`config.mk`:
```
export PLATFORM = sky130hd
export DESIGN_NAME = dcache_direct_mapped
export DESIGN_NICKNAME = d
export VERILOG_FILES = /design/src/rtl/dcache_direct_mapped.sv
export SDC_FILE = /design/constraint.sdc
export NUM_CORES = 1
export LEC_CHECK = 0
export BUFFER_PORTS_ARGS = -buffer_cell sky130_fd_sc_hd__buf_2
export CAP_MARGIN = 5
export CORE_MARGIN = 4
export CORE_UTILIZATION = 48
export CTS_BUF_LIST = sky130_fd_sc_hd__clkbuf_8
export DETAILED_ROUTE_END_ITERATION = 16
export PLACE_DENSITY_LB_ADDON = 0.12
export SKIP_CTS_REPAIR_TIMING = 1
export SYNTH_ARGS = -nofsm -noshare
export SYNTH_HDL_FRONTEND = slang
export SYNTH_SLANG_ARGS = --single-unit
```
`constraint.sdc`:
```
create_clock -name clk -period 5.9 [get_ports clk]
set_input_delay 0.59 -clock clk [delete_from_list [all_inputs] [get_ports clk]]
set_output_delay 0.59 -clock clk [all_outputs]
set_load 0.01 [all_outputs]
```
`src/rtl/dcache_direct_mapped.sv`:
```
`default_nettype none
// ============================================================================
// Module      : dcache_direct_mapped
// Description : Direct-mapped, write-back, write-allocate byte-wide data cache
//               in front of a 4-byte-block data memory. Hits complete in the
//               request cycle; misses stall the CPU via o_busywait while the
//               line is written back (if dirty) and refilled.
// Revision    : 1.0 - initial release
// ============================================================================
module dcache_direct_mapped #(
  parameter int INDEX_BITS = 3,
  parameter int ADDR_BITS  = 8
) (
  input  logic                 clk,
  input  logic                 rst_n,
  input  logic                 i_read,
  input  logic                 i_write,
  input  logic [ADDR_BITS-1:0] i_address,
  input  logic [7:0]           i_writedata,
  output logic [7:0]           o_readdata,
  output logic                 o_busywait,
  output logic                 o_mem_read,
  output logic                 o_mem_write,
  output logic [ADDR_BITS-3:0] o_mem_address,
  output logic [31:0]          o_mem_writedata,
  input  logic [31:0]          i_mem_readdata,
  input  logic                 i_mem_busywait
);

  localparam int NUM_LINES = 2 ** INDEX_BITS;
  localparam int TAG_BITS  = ADDR_BITS - INDEX_BITS - 2;

  typedef enum logic [1:0] {
    S_IDLE      = 2'd0,
    S_WRITEBACK = 2'd1,
    S_FETCH     = 2'd2,
    S_UPDATE    = 2'd3
  } state_t;

  state_t r_state;
  state_t w_next_state;

  // Line bookkeeping; valid/dirty are reset, tag/data arrays are not.
  logic [NUM_LINES-1:0]  r_valid;
  logic [NUM_LINES-1:0]  r_dirty;
  logic [TAG_BITS-1:0]   r_tag  [NUM_LINES];
  logic [31:0]           r_data [NUM_LINES];

  // Miss context captured when leaving IDLE, plus the fetched block.
  logic [TAG_BITS-1:0]   r_miss_tag;
  logic [INDEX_BITS-1:0] r_miss_index;
  logic [31:0]           r_fill_data;

  logic [TAG_BITS-1:0]   w_tag;
  logic [INDEX_BITS-1:0] w_index;
  logic [1:0]            w_offset;
  logic                  w_req;
  logic                  w_hit;
  logic                  w_victim_dirty;
  logic                  w_write_hit;
  logic [31:0]           w_line;
  logic [7:0]            w_byte;

  assign w_tag          = i_address[ADDR_BITS-1:INDEX_BITS+2];
  assign w_index        = i_address[INDEX_BITS+1:2];
  assign w_offset       = i_address[1:0];
  assign w_req          = i_read | i_write;
  assign w_hit          = r_valid[w_index] && (r_tag[w_index] == w_tag);
  assign w_victim_dirty = r_valid[w_index] & r_dirty[w_index];
  assign w_line         = r_data[w_index];
  assign w_byte         = w_line[{w_offset, 3'b000} +: 8];
  // A simultaneous read and write is serviced as a write.
  assign w_write_hit    = (r_state == S_IDLE) && i_write && w_hit;

  // State register plus reset-cleared line status and miss context.
  always_ff @(posedge clk or negedge rst_n) begin
    if (!rst_n) begin
      r_state      <= S_IDLE;
      r_valid      <= '0;
      r_dirty      <= '0;
      r_miss_tag   <= '0;
      r_miss_index <= '0;
      r_fill_data  <= '0;
    end else begin
      r_state <= w_next_state;
      if (w_write_hit) begin
        r_dirty[w_index] <= 1'b1;
      end
      if ((r_state == S_IDLE) && w_req && !w_hit) begin
        r_miss_tag   <= w_tag;
        r_miss_index <= w_index;
      end
      if ((r_state == S_FETCH) && !i_mem_busywait) begin
        r_fill_data <= i_mem_readdata;
      end
      if (r_state == S_UPDATE) begin
        r_valid[r_miss_index] <= 1'b1;
        r_dirty[r_miss_index] <= 1'b0;
      end
    end
  end

  // Tag/data arrays: whole-line refill in UPDATE, single-byte store on a write hit.
  // Reset forces IDLE and clears valid, so neither write can fire under reset.
  always_ff @(posedge clk) begin
    if (r_state == S_UPDATE) begin
      r_data[r_miss_index] <= r_fill_data;
      r_tag[r_miss_index]  <= r_miss_tag;
    end else if (w_write_hit) begin
      r_data[w_index][{w_offset, 3'b000} +: 8] <= i_writedata;
    end
  end

  // Next-state and output decode; memory request held until memory drops busywait.
  always_comb begin
    w_next_state    = r_state;
    o_busywait      = 1'b0;
    o_mem_read      = 1'b0;
    o_mem_write     = 1'b0;
    o_mem_address   = '0;
    o_mem_writedata = '0;
    o_readdata      = '0;
    case (r_state)
      S_IDLE: begin
        if (w_req) begin
          if (w_hit) begin
            if (!i_write) begin
              o_readdata = w_byte;
            end
          end else begin
            o_busywait   = 1'b1;
            w_next_state = w_victim_dirty ? S_WRITEBACK : S_FETCH;
          end
        end
      end
      S_WRITEBACK: begin
        o_busywait      = 1'b1;
        o_mem_write     = 1'b1;
        o_mem_address   = {r_tag[r_miss_index], r_miss_index};
        o_mem_writedata = r_data[r_miss_index];
        if (!i_mem_busywait) begin
          w_next_state = S_FETCH;
        end
      end
      S_FETCH: begin
        o_busywait    = 1'b1;
        o_mem_read    = 1'b1;
        o_mem_address = {r_miss_tag, r_miss_index};
        if (!i_mem_busywait) begin
          w_next_state = S_UPDATE;
        end
      end
      S_UPDATE: begin
        o_busywait   = 1'b1;
        w_next_state = S_IDLE;
      end
      default: begin
        w_next_state = S_IDLE;
      end
    endcase
    // A held request must not show a stall while reset is asserted.
    if (!rst_n) begin
      o_busywait = 1'b0;
    end
  end

endmodule
`default_nettype wire

```
## Word level (Yosys, flattened, before mapping)

Memory sizes are Yosys's and may differ from the RTL's.
Index checks and enable logic that the tools add are counted.

- Bits in registers: 56
- Memory bits (writable): 280
- Input port bits: 53
- Output and inout bits: 49
- Logic and storage cells: 80
- Memories: 2

Memory list:

| memory | words | bits a word | read ports | clocked after memory_dff | write ports | RTL line | RTL |
|---|---|---|---|---|---|---|---|
| r_data | 8 | 32 | 2 | 0 | 1 | 47 | `logic [31:0] r_data [NUM_LINES];` |
| r_tag | 8 | 3 | 2 | 0 | 1 | 46 | `logic [TAG_BITS-1:0] r_tag [NUM_LINES];` |

- Add/subtract/negate cells: 1
- Order comparisons: 4
- Equal/unequal tests: 8
- Shift operators: 3
- Multiplexer cells: 36
- Bitwise gates (word level): 6
- Reductions and logical operators: 14

Operators with widths:

| cell | count |
|---|---|
| $mux 32 | 4 |
| $mux 8 | 6 |
| $reduce_or 32->1 | 1 |
| $shift 8x7->32 const A | 1 |
| $shiftx 32x6->8 | 1 |
| $shiftx 8x7->32 | 1 |
| $or 8x8->8 | 2 |
| $mux 1 | 13 |
| $pmux 6 s2 | 1 |
| $mux 2 | 5 |
| $and 8x8->8 | 1 |
| $logic_and 1x1->1 | 8 |
| $lt 3x4->1 const B | 2 |
| $ne 2x2->1 const B | 4 |
| $not 8->8 | 1 |
| $pmux 2 s4 | 1 |
| $neg 5->7 | 1 |
| $bmux 1 s3 | 2 |
| $demux 1 s3 | 2 |
| $ge 3x1->1 const B | 2 |
| $eq 2x2->1 const B | 2 |
| $reduce_and 4->1 | 1 |
| $eq 3x3->1 | 1 |
| $mux 3 | 1 |
| other kinds (7) | 8 |

## Depth between registers and ports, before layout

- Depth after elaboration: 9
- Depth in mapped cells: 12

## Worst setup path before layout

OpenSTA, ideal clock, no wires.

- Kind: in2reg
- Start: in i_address[1]
- End: mem r_data[6][0], enable pin
- Library setup time: 0.375 ns
- Data arrival time: 2.774 ns
- Slack: 2.750 ns
- Stages: 10
- Path buffers: 2
- Cells stage by stage: clkbuf_1 clkinv_1 ha_1 nor4_1 nor2_1 nand2_1 nor3_1 buf_6 a211o_1 a21oi_1

- Word-level cells in the longest chain between the ends: 5
- Elaborated cells on any way between the ends: 6
- Classes of those cells: add/sub (1); shift (1); mux (3); reduce/logical (1)

Ends and longest elaborated chain:

| what | RTL line | RTL |
|---|---|---|
| start: declaration | 18 | `input logic [ADDR_BITS-1:0] i_address,` |
| $neg 5->7 (*) | 110 | `r_data[w_index][{w_offset, 3'b000} +: 8] <= i_writedata;` |
| $shift 8x7->32 (*) | 110 |  |
| $mux 32 (not written as such) (*) | 110 |  |
| $reduce_or 32->1 (no line) | n/a |  |
| $mux 3 (no line) / $mux 32 (equally long branches) | n/a |  |
| end: declaration | 47 |  |

Every way passes the cells marked *; elsewhere a longest branch is shown, timed or not.

## Final worst setup path

- Start: in i_address[4]
- End: out o_readdata[1]

- Word-level cells in the longest chain between the ends: 6
- Elaborated cells on any way between the ends: 11
- Classes of those cells: eq/ne (1); shift (1); mux (6); reduce/logical (1); memory (2)

Ends and longest elaborated chain:

| what | RTL line | RTL |
|---|---|---|
| $mem_v2 8x32, or another cell as far along | n/a |  |
| $shiftx 32x6->8, or another cell as far along | 71 | `assign w_byte = w_line[{w_offset, 3'b000} +: 8];` |
| $mux 8 / $logic_and 1x1->1 (equally long branches) | 127, 68 |  |
| $mux 8 (*) | 126 | `if (w_hit) begin` |
| $mux 8 (*) | 125 | `if (w_req) begin` |
| $mux 8 (*) | 123 | `case (r_state)` |
| end: declaration | 20 | `output logic [7:0] o_readdata,` |

Every way passes the cells marked *; elsewhere a longest branch is shown, timed or not. The select of a mux whose other input is x is not followed.

==> impl_results.md <==
- Status: finished clean
- RePlAce Congestion: 0.942
- Final period utilization: 79.0%
- Max-slew violations: 0
- Sw Ratio: 34.0%
- Critical Path AT: 4.07 ns
- Die height: 194 um
- CTS Root Cell: clkbuf_8
- Synth Warn #: 0
- Logic pwr share: 31.9%
- Number of top-level pins: 102
- Area leader, netlist: edfxtp_1
- Worst Max-Slew Pin Slew: 1.19 ns
- Clock buffer count from CTS: 56
- Largest net degree at the start of global routing: 57
- Net count, final: 1345
- Internal power: 5.67 mW
- Worst r2r src: r_state[1]
- Post-synth top area share: 50.8%
- CP Launch Point: i_address[4]
- PD cells: 459 mW/mm2
- R2R cell count: 7
- Sequential power share: 43.2%
- DR vias: 11507
- Skew final: 0.0343 ns
- Mapped Nets: 1229
- CTS tree: built
- Initial antenna violation count: 1
- Most frequent cell on the critical path: buf_2
- Number of global-route vias before repair: 11535
- Reg2Reg Setup Slack: 1.93 ns
- Maximum clock path buffer count: 3
- Initial DRC count: 1461
- Clock sink total: 336
- Endpoints failing hold: 0
- Die area: 0.0375 mm2
- Inst Count DP: 1672
- First-pass GRT wire length: 76800 um
- Leading post-synthesis cells by cell area: edfxtp_1, mux4_2, dfrtp_1
- Final min period: 4.66 ns
- WS Path Type: in2out
- Drt wl/cell: 29.3 um
- Critical-path cell list: buf_2 > nand2b_1 > o22ai_1 > o21ai_1 > a21oi_2 > nand4_1 > a21oi_1 > buf_2
- CP Launch Type: input port
- Core area: 0.0338 mm2
- Synth Cell Area: 0.0165 mm2
- CP max FO: 26
- Largest stage delay, worst path: 0.76 ns
- 1st-pass router iterations: 6
- Number of synthesized flops with an enable pin: 280
- Layout cells sized above 1: 28.7%
- Final WL: 52000 um
- Slew margin rel.: 19.8%
- Grt ovf: 0
- Worst Hold Class: in2reg
- Clock-pin slew on the worst setup and hold paths: 0.06 ns
- Initial Util: 49.0%
- Peak supply drop: 409 uV
- Setup TNS: 0 ns
- Worst skew pair latency: 0.66 ns
- DRC: 0
- Area delta synth->final: 13.1%
- Final setup fails: 0
- Max-cap violations: 0
- Die X: 194 um
- Fmax: 214 MHz
- Avg Vias per Cell: 6.48
- Syn_area_per_cell: 14.2 um2
- Most common library cells after synthesis: edfxtp_1, a21oi_1, mux4_2
- Row cnt: 67
- Final std cells w/o fill: 1777
- Reg-to-reg endpoint: r_data[2][7]
- Synth Flop Type: edfxtp_1
- Total Routing Usage GR: 27.2%
- Crit path max-delay cell type: nand4_1
- Post-Synthesis Cells: 1167
- Leakage power: 6.65 nW
- Post-synthesis sequential area ratio: 59.3%
- CP endpoint: o_readdata[1]
- Switching pwr: 2.92 mW
- IO buf count: 101
- HPWL reported at the end of detailed placement: 35300 um
- Filler cell count in the final layout: 2783
- RSZ-0062 raised after global routing: no
- Ys async rst share: 16.7%
- Cell variety after synth: 65
- WP data required: 5.31 ns
- #FFs+latches synth: 336
- Crit end category: primary output
- Antenna Cells: 0
- Detail Route Antenna Nets: 0
- Most frequent cell after synthesis: edfxtp_1
- H-tree depth: 2
- Clock power share: 24.9%
==> per-layer routing <==
layer  up-vias  track usage (%)  share of wire [%]
met5         -                0              0.025
met4         2             8.50                2.9
met3        94             7.77                 11
met2       723             40.0                 44
met1      5810             39.5                 42
li1       4878                -                  -
==> cell families (layout without fill, tap and decap cells) <==
logic type | Yosys count | after routing | synth area share [%]
buffers and inverters | 100 | 262 | 2.97
adder cells (fa/ha/maj) | 9 | 9 | 0.681
XOR/XNOR | 2 | 2 | 0.265
AO/OA/AOI/OAI | 292 | 292 | 11.9
multiplexers | 192 | 192 | 17.8
flip-flops | 336 | 336 | 59.3
AND/OR/NAND/NOR | 236 | 236 | 7.15
==> power by group through the flow <==
stage	Sequential [mW]	Combinational, mW	Clock, mW
floorplan	3.45	2.01	0
global placement	3.74	2.71	0
detailed placement	3.75	2.73	0
CTS	3.70	2.74	2.17
global route	3.76	2.95	2.29
finish	3.71	2.74	2.14
==> registers in the layout, indices dropped and copies added, names as in the netlist <==
signal,cells
r_data,256
r_dirty,8
r_fill_data,32
r_miss_index,3
r_miss_tag,3
r_state,2
r_tag,24
r_valid,8
==> cell usage in the layout, fill, tap and decap left out, types with 5 or more instances in the layout <==
cell,instances
clkinv_2,10
mux2_2,50
nand2_1,71
inv_1,26
a21oi_1,88
clkinv_1,7
nand4_1,10
mux2i_1,65
nor2_1,42
ha_1,9
bufinv_16,5
nor3_1,5
buf_2,100
o211ai_1,9
nor2b_1,41
and2_1,5
or2_2,8
dfrtp_1,54
buf_4,49
a221oi_1,8
nand3_1,28
a22o_1,12
mux4_2,76
a211o_1,5
clkbuf_8,62
a22oi_1,51
o21ai_0,47
a221o_1,5
edfxtp_1,280
o31ai_1,33
==> how the worst min path moves through the flow <==
stage                             from         endpoint  slack [ns]  cells after the start
floorplan                        rst_n       r_dirty[0]        0.29                      0
global placement            r_valid[4]       r_valid[4]        0.45                      1
detailed placement          r_valid[7]       r_valid[7]        0.45                      1
CTS                              rst_n   r_fill_data[6]       -0.13                      1
global route         i_mem_readdata[6]   r_fill_data[6]        0.14                      2
finish              i_mem_readdata[18]  r_fill_data[18]        0.19                      2
==> metrics by stage <==
step	cell area (um2)	hold slack, ns	power [mW]	utilization, %	worst slack (ns)
after global routing	18700	0.137	9.00	55.4	1.11
after floorplan	16500	0.294	5.46	-	2.75
after detailed placement	17500	0.452	6.48	51.9	1.31
after CTS	18700	-0.130	8.61	55.4	1.40
final	18700	0.186	8.59	55.4	1.24
after global placement	17500	0.447	6.45	51.9	1.38
==> critical path: cells and delay by family <==
family,cells,cell delay [ns]
simple gates,2,1.25
compound gates,4,1.58
buf+inv,2,0.63
==> final cells by class <==
| cell class | instances | area (um2) | area share (%) |
|---|---|---|---|
| Inverter | 8 | 30.0 | 0.160 |
| Clock buffer | 62 | 853 | 4.56 |
| Timing Repair Buffer | 150 | 878 | 4.69 |
| Tap cell | 448 | 561 | 3.00 |
| Sequential cell | 336 | 9820 | 52.5 |
| Multi-Input combinational cell | 731 | 6270 | 33.5 |
| Clock inverter | 42 | 307 | 1.64 |
Power figures use the tool's default switching activity.
